===== src/rtl/fir_mac_sequencer_pkg.sv =====
// Shared definitions for the serial-tap FIR engine: multiplier width,
// default tap count and the sequencer state encoding.
package fir_mac_sequencer_pkg;

    // Width of the shared signed multiplier operands and returned product MSBs.
    localparam int BF_MULT_BITS = 16;

    // Default number of filter taps.
    localparam int FIR_TAPS = 8;

    // Sequencer states: wait for a sample, step taps through the multiplier,
    // hold the result for the consumer.
    typedef enum logic [1:0] {
        IDLE = 2'd0,
        MAC  = 2'd1,
        DONE = 2'd2
    } firState_t;

endpackage


===== src/rtl/fir_sat_trunc.sv =====
// Combinational saturating narrower: clips a signed IN_BITS value into the
// signed OUT_BITS range. Intended for reuse by later filter stages.
module fir_sat_trunc #(
    parameter int IN_BITS  = 19,
    parameter int OUT_BITS = 16
) (
    input  logic [IN_BITS-1:0]  inVal,
    output logic [OUT_BITS-1:0] outVal
);

    // The value fits when every bit from the output sign bit upward agrees.
    logic [IN_BITS-OUT_BITS:0] topBits;
    assign topBits = inVal[IN_BITS-1:OUT_BITS-1];

    // Pass through when in range, otherwise clamp toward the input's sign.
    always_comb begin
        outVal = inVal[OUT_BITS-1:0];
        if (!(&topBits) && (|topBits)) begin
            if (inVal[IN_BITS-1]) begin
                outVal = {1'b1, {(OUT_BITS-1){1'b0}}};
            end else begin
                outVal = {1'b0, {(OUT_BITS-1){1'b1}}};
            end
        end
    end

endmodule


===== src/rtl/fir_mac_sequencer.sv =====
// Serial-tap FIR engine. Each accepted sample shifts the delay line, then one
// tap per clock is presented to an external signed multiplier; the returned
// product MSBs are accumulated and the saturated sum is offered downstream.
module fir_mac_sequencer
    import fir_mac_sequencer_pkg::*;
#(
    parameter int BITS     = BF_MULT_BITS,
    parameter int TAPS     = FIR_TAPS,
    parameter int ACC_BITS = BITS + $clog2(TAPS)
) (
    input  logic                     xClk,
    input  logic                     xRst_n,
    input  logic [BITS-1:0]          xInData,
    input  logic                     xInValid,
    output logic                     xInReady,
    input  logic                     xCoefWe,
    input  logic [$clog2(TAPS)-1:0]  xCoefAddr,
    input  logic [BITS-1:0]          xCoefData,
    output logic [BITS-1:0]          xMulA,
    output logic [BITS-1:0]          xMulB,
    input  logic [BITS-1:0]          xMulP,
    output logic [BITS-1:0]          xOutData,
    output logic                     xOutValid,
    input  logic                     xOutReady,
    output logic                     xBusy
);

    localparam int AW = $clog2(TAPS);
    // One extra bit so the counter can reach TAPS (the finishing cycle).
    localparam int KW = AW + 1;

    firState_t         stateReg;
    firState_t         stateNext;

    logic [BITS-1:0]     tapReg  [TAPS];
    logic [BITS-1:0]     coefReg [TAPS];
    logic [ACC_BITS-1:0] accReg;
    logic [KW-1:0]       kReg;

    logic                sampleAccept;
    logic                coefWriteOk;
    logic                macFinish;
    logic                macLastLoad;
    logic [AW-1:0]       kIdxNext;
    logic [BITS-1:0]     coef0Fwd;
    logic [ACC_BITS-1:0] prodExt;
    logic [BITS-1:0]     satVal;

    assign sampleAccept = (stateReg == IDLE) && xInValid;
    // Coefficients only change while no result is being computed.
    assign coefWriteOk  = (stateReg == IDLE) && xCoefWe;
    // All TAPS products have been added once the counter reaches TAPS.
    assign macFinish    = (kReg == KW'(TAPS));
    // Operands for tap k+1 are only loaded while another tap remains.
    assign macLastLoad  = (kReg >= KW'(TAPS - 1));
    assign kIdxNext     = kReg[AW-1:0] + AW'(1);
    // A coefficient write coinciding with the accepted sample lands first.
    assign coef0Fwd     = (coefWriteOk && (xCoefAddr == AW'(0))) ? xCoefData : coefReg[0];
    assign prodExt      = {{(ACC_BITS-BITS){xMulP[BITS-1]}}, xMulP};

    assign xInReady  = (stateReg == IDLE);
    assign xOutValid = (stateReg == DONE);
    assign xBusy     = (stateReg == MAC) || (stateReg == DONE);

    fir_sat_trunc #(
        .IN_BITS  (ACC_BITS),
        .OUT_BITS (BITS)
    ) uSat (
        .inVal  (accReg),
        .outVal (satVal)
    );

    // State register.
    always_ff @(posedge xClk or negedge xRst_n) begin
        if (!xRst_n) begin
            stateReg <= IDLE;
        end else begin
            stateReg <= stateNext;
        end
    end

    // Next-state: accept a sample, run the taps, wait for the consumer.
    always_comb begin
        stateNext = stateReg;
        case (stateReg)
            IDLE:    if (sampleAccept) stateNext = MAC;
            MAC:     if (macFinish)    stateNext = DONE;
            DONE:    if (xOutReady)    stateNext = IDLE;
            default: stateNext = IDLE;
        endcase
    end

    // Sample delay line: newest sample enters tap 0, the oldest falls off.
    always_ff @(posedge xClk or negedge xRst_n) begin
        if (!xRst_n) begin
            for (int i = 0; i < TAPS; i++) begin
                tapReg[i] <= '0;
            end
        end else if (sampleAccept) begin
            tapReg[0] <= xInData;
            for (int i = 1; i < TAPS; i++) begin
                tapReg[i] <= tapReg[i-1];
            end
        end
    end

    // Coefficient bank, writable only in IDLE; other writes are dropped.
    always_ff @(posedge xClk or negedge xRst_n) begin
        if (!xRst_n) begin
            for (int i = 0; i < TAPS; i++) begin
                coefReg[i] <= '0;
            end
        end else if (coefWriteOk) begin
            coefReg[xCoefAddr] <= xCoefData;
        end
    end

    // Multiply-accumulate datapath: load operands, add product MSBs, and
    // capture the saturated sum as the sequence completes.
    always_ff @(posedge xClk or negedge xRst_n) begin
        if (!xRst_n) begin
            accReg   <= '0;
            kReg     <= '0;
            xMulA    <= '0;
            xMulB    <= '0;
            xOutData <= '0;
        end else begin
            case (stateReg)
                IDLE: begin
                    if (sampleAccept) begin
                        accReg <= '0;
                        kReg   <= '0;
                        // The new sample is tap 0 of this result.
                        xMulA  <= xInData;
                        xMulB  <= coef0Fwd;
                    end
                end
                MAC: begin
                    if (macFinish) begin
                        xOutData <= satVal;
                    end else begin
                        accReg <= accReg + prodExt;
                        kReg   <= kReg + KW'(1);
                        if (!macLastLoad) begin
                            xMulA <= tapReg[kIdxNext];
                            xMulB <= coefReg[kIdxNext];
                        end
                    end
                end
                default: begin
                end
            endcase
        end
    end

endmodule


===== config.mk =====
export PLATFORM = sky130hd
export DESIGN_NAME = fir_mac_sequencer
export DESIGN_NICKNAME = d
export VERILOG_FILES = /design/src/rtl/fir_mac_sequencer_pkg.sv /design/src/rtl/fir_sat_trunc.sv /design/src/rtl/fir_mac_sequencer.sv
export SDC_FILE = /design/constraint.sdc
export NUM_CORES = 1
export LEC_CHECK = 0
export CAP_MARGIN = 20
export CORE_ASPECT_RATIO = 1.5
export CORE_MARGIN = 5
export CORE_UTILIZATION = 55
export CTS_BUF_LIST = sky130_fd_sc_hd__clkbuf_8
export DETAILED_ROUTE_END_ITERATION = 12
export GPL_ROUTABILITY_DRIVEN = 0
export HOLD_SLACK_MARGIN = 0.1
export PLACE_DENSITY_LB_ADDON = 0.08
export SYNTH_ARGS = -nofsm -noshare
export SYNTH_HDL_FRONTEND = slang
export SYNTH_HIERARCHICAL = 1
export SYNTH_SLANG_ARGS = --single-unit

===== constraint.sdc =====
create_clock -name xClk -period 2.38 [get_ports xClk]
set_input_delay 0.238 -clock xClk [delete_from_list [all_inputs] [get_ports xClk]]
set_output_delay 0.238 -clock xClk [all_outputs]
set_load 0.05 [all_outputs]

==> impl_metrics.csv, run 1 <==
group,metric,value,unit
drt,wl_per_cell,19.8,um
clock_network,htreeDepth,2,
placement,hpwl,21200,um
die,die-area,31900,um^2
layout,drive_gt1_share,37.0,%
timing,fin_crit_sh,95.3,%
grt,grtUsageTotal,21.6,%
power,ir_drop,0.964,mV
timing,maxSlewViolCount,0,
clock_network,clock_latency,0.60,ns
clock_network,clockRootBuffer,"clkbuf_8",
die,core,28000,um^2
synth,synthesis.area,15600,um^2
worst_setup_path,crit_chain,"inv_1 -> ha_2 -> nand3b_2 -> or3_1 -> buf_12 -> mux2_2 -> o21ai_0 -> o21ai_0",
drt,vias,9890,
clock_network,clk_path_buf_depth,3,
power,p_clk_share,18.7,%
drt,dr.pass1.iters,5,
worst_setup_path,crit_path_top_delay_cell,"dfrtp_1",
drt,drcViolationCount,0,
die,dieHeight,216,um
power,p_int,0.0176,W
synth,synth_seq_cells,329,
synth,yosysUniqueCellTypes,49,
synth,ys_warn_count,6,
power,sw_frac_of_total,36.1,%
drt,met3WireLength,1210,um
worst_setup_path,crit_top_cell,"o21ai_0",
layout,area_growth_syn_to_layout,19.3,%
synth,synth_cells,1172,
die,start_util,55.8,%
synth,synth_seq_area_share,52.7,%
power,combinationalPowerShare,45.6,%
worst_setup_path,slowest_delay,0.39,ns
layout,n_fill_cell,2107,
layout,multi_input_area,7050,um^2
clock_network,path_clk_slew,0.07,ns
grt,grt_pass1_vias,10900,
drt,drtIter0Drc,341,
hold_path,worst_hold_path_type,"primary input to async pin",
synth,synth.top_cell.area_share,52.7,%
clock_network,cts_sinks,329,
power,switching_power,0.00993,W
worst_setup_path,crit_arrival,2.73,ns
flow_run,max_cap_violations,0,
worst_setup_path,critical_path_class,"flip-flop to flip-flop",
placement,dp_slack,-0.250,ns
die,io_pins,107,
grt,grt_pass1_wl,56200,um
synth,synth_edf_count,0,
layout,nets,1395,
layout,regArea,8240,um^2
timing,fin_crit,2.27,ns
synth,synth_nets,1252,
timing,worstMarginPinSlew,0.748,ns
synth,syn_area_per_cell,13.3,um^2
worst_setup_path,crit_path_max_fanout,16,
die,dieWidth,148,um
worst_setup_path,cp-start-kind,"flip-flop",
drt,drt-met1-wl,14100,um
grt,antenna_found_initial,1,
timing,hold_violations,0,
drt,ant_nets,0,
drt,wl_met2,17400,um
timing,fmax,441,MHz
outcome,status,"complete, no violations",
clock_network,cts_tree,"done",
drt,routed_via_density,5.80,
synth,yosys.area.top_type,"dfrtp_1",
layout,postLayoutCoreUtil,66.6,%
synth,synth-main-ff-cell,"dfrtp_1",
layout,num_antenna_cells,0,
timing,finalWorstSetupSlack,0.112,ns
power,pwr-share-seq,35.7,%
timing,clock_skew,0.0249,ns
worst_setup_path,required,2.85,ns
drt,wl,33700,um
placement,io_buffers,106,
grt,grt-ovfl-total,0,
timing,setup_viol,0,
power,power_density,1480,nW/um^2
synth,synthArstFlopShare,100,%
worst_setup_path,endpoint_kind,"flip-flop",
synth,synth_area_leaders,"dfrtp_1, mux2_2, mux4_2",
clock_network,numCtsBuffers,52,
grt,grt_max_degree,130,
timing,maxSlewHeadroom,50.1,%
timing,grt_setup_unrepaired,"false",
die,num_rows,75,
power,power.leakage,8.10,nW
drt,top_layer_used,"met5",
-- sequential cells by signal, indices dropped and copies added (netlist names) --
name,count
xOutData,16
coefReg,128
accReg,19
xMulB,16
kReg,4
xMulA,16
stateReg,2
tapReg,128
-- worst paths after layout --
| kind | cells after the start | endpoint | slack [ns] | startpoint |
|---|---|---|---|---|
| worst max register to register | 8 | xMulB[0] | 0.11 | stateReg[1] |
| worst max-delay path | 8 | xMulB[0] | 0.11 | stateReg[1] |
| worst min register to register | 2 | xMulA[10] | 0.48 | xMulA[10] |
| worst min-delay path | 2 | accReg[12] | 0.16 | xRst_n |
| max in group asynchronous | 3 | tapReg[26] | 1.46 | xRst_n |
| min in group xClk | 2 | tapReg[120] | 0.29 | xInData[8] |
-- Yosys cell counts (all sizes together) (15+ instances only) --
library cell,n
nor4,15
o21ai,78
ha,23
dfrtp,329
buf,38
nand3,38
a22o,17
mux4,64
nand2,112
mux2,273
nor3,19
nor2,17
a21boi,16
a21oi,22
clkbuf,38
-- cell usage in the layout (no fill, tap or decap), types with 20 or more instances in the layout --
cell	netlist	final
clkbuf_8	0	75
o21ai_1	21	20
dfrtp_1	329	328
mux4_2	64	64
mux2_2	263	263
o21ai_0	57	57
inv_1	12	23
ha_1	23	20
buf_4	1	41
nand3_1	38	38
nand2_1	112	111
clkdlybuf4s50_1	0	102
-- layer usage --
metal,track usage [%],up-vias
met5,0,-
met4,7.28,2
met3,3.66,73
met2,37.7,178
met1,27.5,5054
li1,-,4583
-- final cells by class --
cell class	instances	share of cell area [%]
Clock buffer	75	5.54
Timing Repair Buffer	164	9.15
Tap cell	346	2.32
Multi-Input combinational cell	756	37.9
Clock inverter	22	0.672
Inverter	12	0.242
Sequential cell	329	44.2
-- kinds of logic (layout without fill, tap and decap cells) --
| family | Yosys count | in the layout | synth area share, % |
|---|---|---|---|
| multiplexers | 337 | 337 | 29.2 |
| flip-flops | 329 | 329 | 52.7 |
| AND/OR/NAND/NOR | 217 | 218 | 6.20 |
| AO/OA/AOI/OAI | 159 | 159 | 6.37 |
| buffers and inverters | 88 | 273 | 2.57 |
| adder cells (fa/ha/maj) | 24 | 24 | 1.97 |
| XOR/XNOR | 18 | 18 | 1.01 |
-- power groups by stage --
stage	Clock, W	Sequential, W	Combinational (W)
after detailed placement	0	0.00991	0.0126
final	0.00514	0.00982	0.0125
after global routing	0.00554	0.0102	0.0136
after CTS	0.00529	0.00982	0.0126
after floorplan	0	0.0103	0.00855
after global placement	0	0.00977	0.0124
-- metrics by stage --
step,setup TNS (ns),total power (W),instances,hold WS (ns),instance area (um^2)
global placement,-1.02,0.0221,1605,0.194,17400
finish,0,0.0275,1704,0.158,18600
detailed placement,-1.24,0.0225,1605,0.195,17400
floorplan,0,0.0189,1172,-0.0576,15600
global route,0,0.0293,1704,0.185,18600
CTS,0,0.0277,1703,0.129,18600
-- critical path: cells and delay by family, from the launching register on --
family / cells / cell delay (ns)
mux: 1 / 0.29
compound gates: 2 / 0.37
simple gates: 2 / 0.47
flops: 1 / 0.39
fa+ha+maj: 1 / 0.31
buf+inv: 2 / 0.28
-- what timing repair did --
item	CTS	global route
cloned	0	1
pin swaps	0	2
gates resized for setup	2	7
setup buffers	0	0
hold endpoints to repair	329	0
endpoints found under the setup margin	2	17
hold buffers	1	0
Power figures use the tool's default switching activity.
==> run 2: changes to the inputs <==
--- a/config.mk
+++ b/config.mk
@@ -8,7 +8,7 @@
 export CAP_MARGIN = 20
 export CORE_ASPECT_RATIO = 1.5
 export CORE_MARGIN = 5
-export CORE_UTILIZATION = 55
+export CORE_UTILIZATION = 35
 export CTS_BUF_LIST = sky130_fd_sc_hd__clkbuf_8
 export DETAILED_ROUTE_END_ITERATION = 12
 export GPL_ROUTABILITY_DRIVEN = 0
==> impl_metrics.csv, run 2 (same netlist as run 1, synthesis figures left out) <==
group,metric,value,unit
die,num_rows,94,
worst_setup_path,required,2.85,ns
drt,wl_per_cell,19.7,um
grt,antenna_found_initial,1,
hold_path,worst_hold_path_type,"primary input to async pin",
grt,grt-ovfl-total,0,
flow_run,max_cap_violations,0,
timing,setup_viol,0,
timing,clock_skew,0.0108,ns
drt,dr.pass1.iters,4,
grt,grt_max_degree,65,
grt,grtUsageTotal,16.1,%
clock_network,cts_sinks,329,
outcome,status,"complete, no violations",
layout,top_regs,"coefReg: 128 flops, tapReg: 128 flops, accReg: 19 flops",
worst_setup_path,endpoint_kind,"flip-flop",
timing,fin_crit,2.26,ns
power,power_density,1450,nW/um^2
timing,fmax,443,MHz
worst_setup_path,critical_path_class,"flip-flop to flip-flop",
die,dieHeight,269,um
worst_setup_path,cp-start-kind,"flip-flop",
die,io_pins,107,
timing,finalWorstSetupSlack,0.123,ns
power,ir_drop,0.903,mV
clock_network,numCtsBuffers,54,
clock_network,cts_tree,"done",
layout,drive_gt1_share,36.9,%
die,start_util,35.5,%
drt,ant_nets,0,
timing,grt_setup_unrepaired,"false",
placement,hpwl,24800,um
drt,routed_via_density,5.10,
clock_network,clock_latency,0.60,ns
die,core,44000,um^2
timing,maxSlewHeadroom,58.1,%
timing,fin_crit_sh,94.8,%
worst_setup_path,crit_arrival,2.73,ns
drt,vias,10000,
worst_setup_path,crit_path_max_fanout,14,
placement,io_buffers,106,
layout,multi_input_area,7040,um^2
layout,layout_common_cells,"dfrtp_1, mux2_2, nand2_1",
drt,drcViolationCount,0,
layout,nets,1421,
layout,regArea,8240,um^2
grt,grt_pass1_wl,62900,um
power,power.leakage,8.22,nW
layout,n_fill_cell,4120,
clock_network,path_clk_slew,0.06,ns
die,dieWidth,182,um
timing,fin_tns_setup,0,ns
clock_network,clockRootBuffer,"clkbuf_8",
clock_network,htreeDepth,2,
placement,dp_slack,-0.220,ns
drt,wl,38600,um
timing,hold_violations,0,
grt,grt_pass1_vias,11000,
layout,final_common_cell,"dfrtp_1",
clock_network,clk_path_buf_depth,3,
die,die-area,49000,um^2
timing,worstMarginPinSlew,0.626,ns
drt,drtIter0Drc,418,
layout,area_growth_syn_to_layout,22.2,%
timing,maxSlewViolCount,0,
run 2: cell count changes in the layout (fill, tap and decap cells not counted), moves of 2 or more:
cell | previous run | this run
inv_1 | 23 | 39
clkinv_2 | 9 | 4
buf_4 | 41 | 62
o21ai_1 | 20 | 22
clkbuf_8 | 75 | 68
buf_12 | 16 | 22
run 2: metal layers:
layer	GRT usage, %	up-vias	wire length, um
li1	-	4638	-
met1	20.5	5141	16700
met2	28.1	170	19600
met3	3.01	54	1480
met4	4.42	0	882
met5	0	-	0
run 2: per-stage QoR:
step	instance area [um^2]	total power [W]	cells	hold slack [ns]	utilization (%)
final	19100	0.0277	1962	0.169	43.4
after global routing	19100	0.0299	1962	0.204	43.4
after CTS	19100	0.0283	1960	0.160	43.3
after detailed placement	18000	0.0232	1859	0.228	40.9
after global placement	18000	0.0230	1859	0.218	40.9
after floorplan	15600	0.0189	1172	-0.0576	-
run 2: path summary, 6_finish.rpt:
path	from	end	slack [ns]	depth (start not counted)
min in group xClk	xInData[7]	tapReg[119]	0.29	2
worst max-delay path	stateReg[0]	xMulB[11]	0.12	9
max in group asynchronous	xRst_n	xOutData[12]	1.39	3
worst min register to register	xMulA[10]	xMulA[10]	0.48	2
worst min-delay path	xRst_n	accReg[4]	0.17	2
worst max register to register	stateReg[0]	xMulB[11]	0.12	9
run 2: what timing repair did:
| action | 4_1_cts | 5_1_grt |
|---|---|---|
| endpoints found under the setup margin | 1 | 5 |
| pin swaps | 0 | 2 |
| gates resized for setup | 1 | 3 |
| endpoints found under the hold margin | 303 | 0 |
| buffers inserted | 0 | 1 |
| hold buffers | 1 | 0 |
run 2: where the power goes:
part	internal [W]	switching, W	total [W]
sequential	0.00827	0.00156	0.00983
combinational	0.00671	0.00634	0.0130
clock	0.00256	0.00229	0.00486
total	0.0175	0.0102	0.0277
run 2: area by class of cell:
cell class                      instances  area share, %
Clock buffer                           68           4.91
Sequential cell                       329           43.2
Tap cell                              576           3.78
Multi-Input combinational cell        755           36.9
Inverter                               12          0.236
Timing Repair Buffer                  189           10.3
Clock inverter                         32          0.722
Antenna cell                            1         0.0131
run 2: critical path: stages, from the launching register on:
cell and delay, ns:
dfrtp_1 0.38, inv_1 0.10, ha_2 0.24, nand3b_2 0.09, or3_1 0.38, buf_12 0.20, buf_4 0.17, mux2_4 0.30
o21ai_1 0.19, o21ai_1 0.08
==> patch 1 (flow settings as in run 2) <==
The 3 states of `firState_t` get a one-hot encoding in 3 bits.
--- a/src/rtl/fir_mac_sequencer_pkg.sv
+++ b/src/rtl/fir_mac_sequencer_pkg.sv
@@ -11,8 +11,8 @@
     // Sequencer states: wait for a sample, step taps through the multiplier,
     // hold the result for the consumer.
-    typedef enum logic [1:0] {
-        IDLE = 2'd0,
-        MAC  = 2'd1,
-        DONE = 2'd2
+    typedef enum logic [2:0] {
+        IDLE = 3'b001,
+        MAC  = 3'b010,
+        DONE = 3'b100
     } firState_t;
 
Behaviour: no difference found for any inputs over 4 cycles, from zero or initial values and one cycle with xRst_n low; so few cycles prove little.
==> patch 1 against run 2 <==
- the run now ends with setup timing left
- routed wire length decreased by 1.0%
- worst setup slack worse by 0.22 ns
- die area is 0.26% higher
- final area grew 2.0%
- area after synthesis increased by 0.27%
- power down 4.8%
- sequential cell count up 1
==> patch 1: results (changes against run 2) <==
| Metric | Value | vs run 2 |
|---|---|---|
| Tightest Pin Transition | 0.526 ns | -0.101 ns |
| Leak pwr | 8.29 nW | +0.81% |
| Launch point of the worst path | accReg[0]$_DFFE_PN0P_ |  |
| Vias per std cell | 5.04 | -1.1% |
| Async SR Flop Fraction | 100% | unchanged |
| Placement-stage cell area | 18200 um2 | +1.1% |
| Max Transition Viols Final | 0 | unchanged |
| Most frequent cells after synthesis | dfrtp_1 (329), mux2_2 (273), nand2_1 (127) |  |
| XOR/XNOR Fraction of Synth Area | 1.01% | -0.0027 points |
| Post-Synthesis Mean Instance Area | 13.2 um2 | -0.91% |
| Post-synthesis compound-gate area fraction | 6.21% | -0.16 points |
| Outcome | finished, violations left |  |
| Register clock-pin slew on the reported worst setup and hold paths | 0.06 ns | about the same |
| Global-route wire length before repair | 62.3 mm | -1.0% |
| Largest registers | coefReg: 128 flops, tapReg: 128 flops, accReg: 19 flops |  |
| Hold crit path type | input port to asynchronous set/reset pin |  |
| Number of clock buffers inserted by TritonCTS | 56 | +3.7% |
| Post-synth cell types | 59 | +20% |
| Antenna violations before repair | 1 | unchanged |
| Largest net degree at the start of global routing | 78 | +20% |
| Cell types with the largest area share after synthesis | dfrtp_1 (53%), mux2_2 (20%), mux4_2 (9.2%) |  |
| Proportion of synthesized area in mux cells | 28.8% | -0.32 points |
| Worst R2R Path Depth | 10 | +1 |
| Worst reg2reg setup slack | -0.1 ns | -0.22 ns |
| Nets@finish | 1452 | +2.2% |
| CP arrival | 2.95 ns | +0.22 ns |
| Final Setup Violations | 4 | +4 |
| Deepest level of the CTS H-tree | 2 | unchanged |
| Worst hold margin | 0.251 ns | +0.0817 ns |
| Maximum net fanout on the critical path | 4 | -10 |
| Mean routed wirelength per cell | 19.1 um | -3.0% |
| Kind of end point of the critical path | flip-flop |  |
| Violations in the final reports | setup timing |  |
| Part of the Yosys area used for sequential elements | 52.7% | about the same |
| Final HPWL from detailed placement | 24.9 mm | +0.37% |
| Total instance count after detailed placement | 1895 | +1.9% |
| Final setup TNS | -0.296 ns | -0.296 ns |
| Post-synthesis share of cell area spent on full adders, half adders and majority gates | 1.73% | -0.25 points |
| Detailed router's first-iteration violation count | 472 | +13% |
| Worst slack, placed | -0.415 ns | -0.195 ns |
| Fraction of final layout cells sized beyond drive strength 1 | 39.4% | +2.5 points |
| Vias in the first global route | 11100 | +0.54% |
| Clock latency at the later pin of the worst-skew pair | 0.62 ns | +0.02 ns |
| Number of diodes | 0 | -1 |
| Clk_skew | 0.0241 ns | +0.0133 ns |
| Aggregate global-route resource usage | 15.9% | -0.20 points |
| Crit path setup slack, layout | -0.0991 ns | -0.222 ns |
| Overall via count from detail_route | 10100 | +0.88% |
| Reg2reg end | accReg[12]$_DFFE_PN0P_ |  |
| Net count after synthesis | 1263 | +0.88% |
| Synthesis warning total | 6 | unchanged |
| Port-buffer cells | 106 | unchanged |
| Maximum buffer depth of the clock tree | 3 | unchanged |
| Max VDD drop | 0.557 mV | -38% |
[patch 1: cell types whose count changed after synthesis, sizes merged, moves of 14 or more]
| cell | change |
|---|---|
| a21oi | +31 |
| nand2 | +17 |
| a22o | -14 |
| nand3 | -18 |
[patch 1: final cells by class]
type | count | area [um2]
clock inverter | 29 | 184
clock buffer | 74 | 1020
timing repair buffer | 210 | 2110
inverter | 7 | 26.3
multi-input combinational | 770 | 7120
fill | 4202 | 25100
tap | 582 | 728
sequential | 330 | 8260
[patch 1: power by group]
part           switching [W]  internal (W)
Sequential           0.00148       0.00828
Combinational        0.00523       0.00604
Clock                0.00237       0.00300
[patch 1: logic make-up after synthesis]
logic type	count (synthesis)
multiplexers	337
AND/OR/NAND/NOR	227
adder cells (fa/ha/maj)	21
AO/OA/AOI/OAI	167
flip-flops	330
XOR/XNOR	18
buffers and inverters	86
[patch 1: layer usage]
| layer | track usage [%] | vias to the layer above | wire, um |
|---|---|---|---|
| li1 | - | 4714 | - |
| met1 | 19.6 | 5159 | 15900 |
| met2 | 28.4 | 159 | 20000 |
| met3 | 2.69 | 59 | 1310 |
| met4 | 4.91 | 0 | 971 |
| met5 | 0 | - | 0 |
[patch 1: repair_timing]
action	in CTS	in global routing
pin swaps	4	4
buffers inserted	0	2
endpoints found under the setup margin	6	9
resized for setup	2	10
hold endpoints to repair	329	0
hold buffers	2	0
[patch 1: critical path, stage by stage (launching register included)]
cell      delay (ns)
dfrtp_1         0.38
ha_2            0.19
fa_2            0.34
a21o_1          0.19
a221oi_2        0.24
buf_4           0.17
o21ai_2         0.07
a221o_2         0.40
buf_4           0.16
xnor2_1         0.12
o21ai_0         0.09
==> patch 2 (flow settings as in run 2) <==
Without the edit above. Set the package constant `FIR_TAPS` to 32 (it was 8).
--- a/src/rtl/fir_mac_sequencer_pkg.sv
+++ b/src/rtl/fir_mac_sequencer_pkg.sv
@@ -7,5 +7,5 @@
 
     // Default number of filter taps.
-    localparam int FIR_TAPS = 8;
+    localparam int FIR_TAPS = 32;
 
     // Sequencer states: wait for a sample, step taps through the multiplier,
Ports: changed (resized xCoefAddr); port bits go from 107 to 109. No check against the original RTL was run, so the function may have changed too.
==> patch 2 against run 2 <==
- the flow now finishes with violations (setup timing)
- area after synthesis rose to 3.2 times the old value
- critical path depth stayed put
- count of clock-buffer cells in the layout grew 156
- power increased to 2.7 times the old value
- first-iteration DRC count grew to 3.4 times the old value
- synthesized cell count rose to 2.9 times the old value
- sequential cell count rose by 772
- routed wire length grew to 3.5 times the old value
- final area rose to 3.2 times the old value
- worst setup slack lost 0.27 ns
- hold slack better by 0.11 ns
==> patch 2: results (changes against run 2) <==
| Metric | Value | vs run 2 |
|---|---|---|
| Mean routed wirelength per cell | 23.4 um | +19% |
| Vias in the first global route | 34200 | +210% |
| Net count after synthesis | 3428 | +170% |
| XOR/XNOR Fraction of Synth Area | 0.428% | -0.58 points |
| Post-synthesis compound-gate area fraction | 2.63% | -3.7 points |
| Worst slack, placed | -0.542 ns | -0.322 ns |
| Fraction of final layout cells sized beyond drive strength 1 | 50.0% | +13 points |
| First-pass detailed-route iteration total | 5 | +1 |
| Proportion of synthesized area in mux cells | 36.0% | +6.8 points |
| Post-synth cell types | 65 | +33% |
| Outcome | finished, violations left |  |
| Launch point of the worst path | kReg[0]$_DFFE_PN0P_ |  |
| Maximum net fanout on the critical path | 8 | -6 |
| Final Setup Violations | 30 | +30 |
| Routing usage on met3 | 2.92% | -0.086 points |
| Violations in the final reports | setup timing |  |
| Part of the Yosys area used for sequential elements | 54.5% | +1.8 points |
| Aggregate global-route resource usage | 18.0% | +1.9 points |
| Final setup TNS | -2.32 ns | -2.32 ns |
| Largest registers | coefReg: 512 flops, tapReg: 512 flops, accReg: 21 flops |  |
| Reg2reg end | xMulA[9]$_DFFE_PN0P_ |  |
| Setup bufs post-CTS | 18 | +18 |
| Cell types with the largest area share after synthesis | dfrtp_1 (55%), mux2_2 (21%), mux4_2 (13%) |  |
| GRT met2 Usage | 32.7% | +4.7 points |
| Global-route wire length before repair | 212 mm | +240% |
| Count of non-filler cells in the finished layout | 5807 | +200% |
| Cell family contributing the most delay on the critical path | multiplexers |  |
| Clk_skew | 0.0214 ns | +0.0106 ns |
| Number of instances in the synthesized netlist | 3344 | +190% |
| Post-synthesis share of cell area spent on full adders, half adders and majority gates | 0.659% | -1.3 points |
| Final HPWL from detailed placement | 90.0 mm | +260% |
| Total instance count after detailed placement | 5401 | +190% |
| Detailed router's first-iteration violation count | 1412 | +240% |
| Deepest level of the CTS H-tree | 4 | +2 |
| CTS-repair resized insts | 120 | +119 |
| # hold bufs at CTS | 37 | +36 |
| Global routing met1 resource utilization | 21.6% | +1.1 points |
| Combinational group share of total power | 40.5% | -6.6 points |
| Max VDD drop | 0.628 mV | -30% |
| Placement-stage cell area | 56500 um2 | +210% |
| Crit path setup slack, layout | -0.146 ns | -0.268 ns |
| Port-buffer cells | 108 | +1.9% |
| CP arrival | 3.28 ns | +0.55 ns |
| Filler cell count | 13000 | +220% |
| Leak pwr | 28.3 nW | +240% |
| Hold crit path type | input port to flip-flop |  |
| Clock latency at the later pin of the worst-skew pair | 0.88 ns | +0.28 ns |
| Worst hold margin | 0.284 ns | +0.115 ns |
## patch 2: cell count changes in the layout (fill, tap and decap cells not counted), sizes merged, moves of 38 or more
cell	delta
clkdlybuf4s50	-46
nor2	+42
dlygate4sd2	+46
nand2	+86
o21ai	-38
clkbuf	+161
inv	+52
mux2	+767
nand3	+41
buf	+279
dfrtp	+772
mux4	+223
## patch 2: layer usage
layer	routed length [um]	up-vias
met5	0	-
li1	-	13300
met4	3840	0
met2	73200	505
met3	4540	237
met1	54300	16300
## patch 2: final cells by class
type / instances / area, um2 / area share, %
multi-input cells: 1967 / 22300 / 36.2
diodes: 1 / 2.50 / 0.00405
clock buffers: 224 / 3080 / 4.99
well taps: 1892 / 2370 / 3.84
repair buffers: 510 / 5830 / 9.44
inverters: 11 / 43.8 / 0.0709
flip-flops and latches: 1101 / 27600 / 44.6
clock inverters: 101 / 518 / 0.839
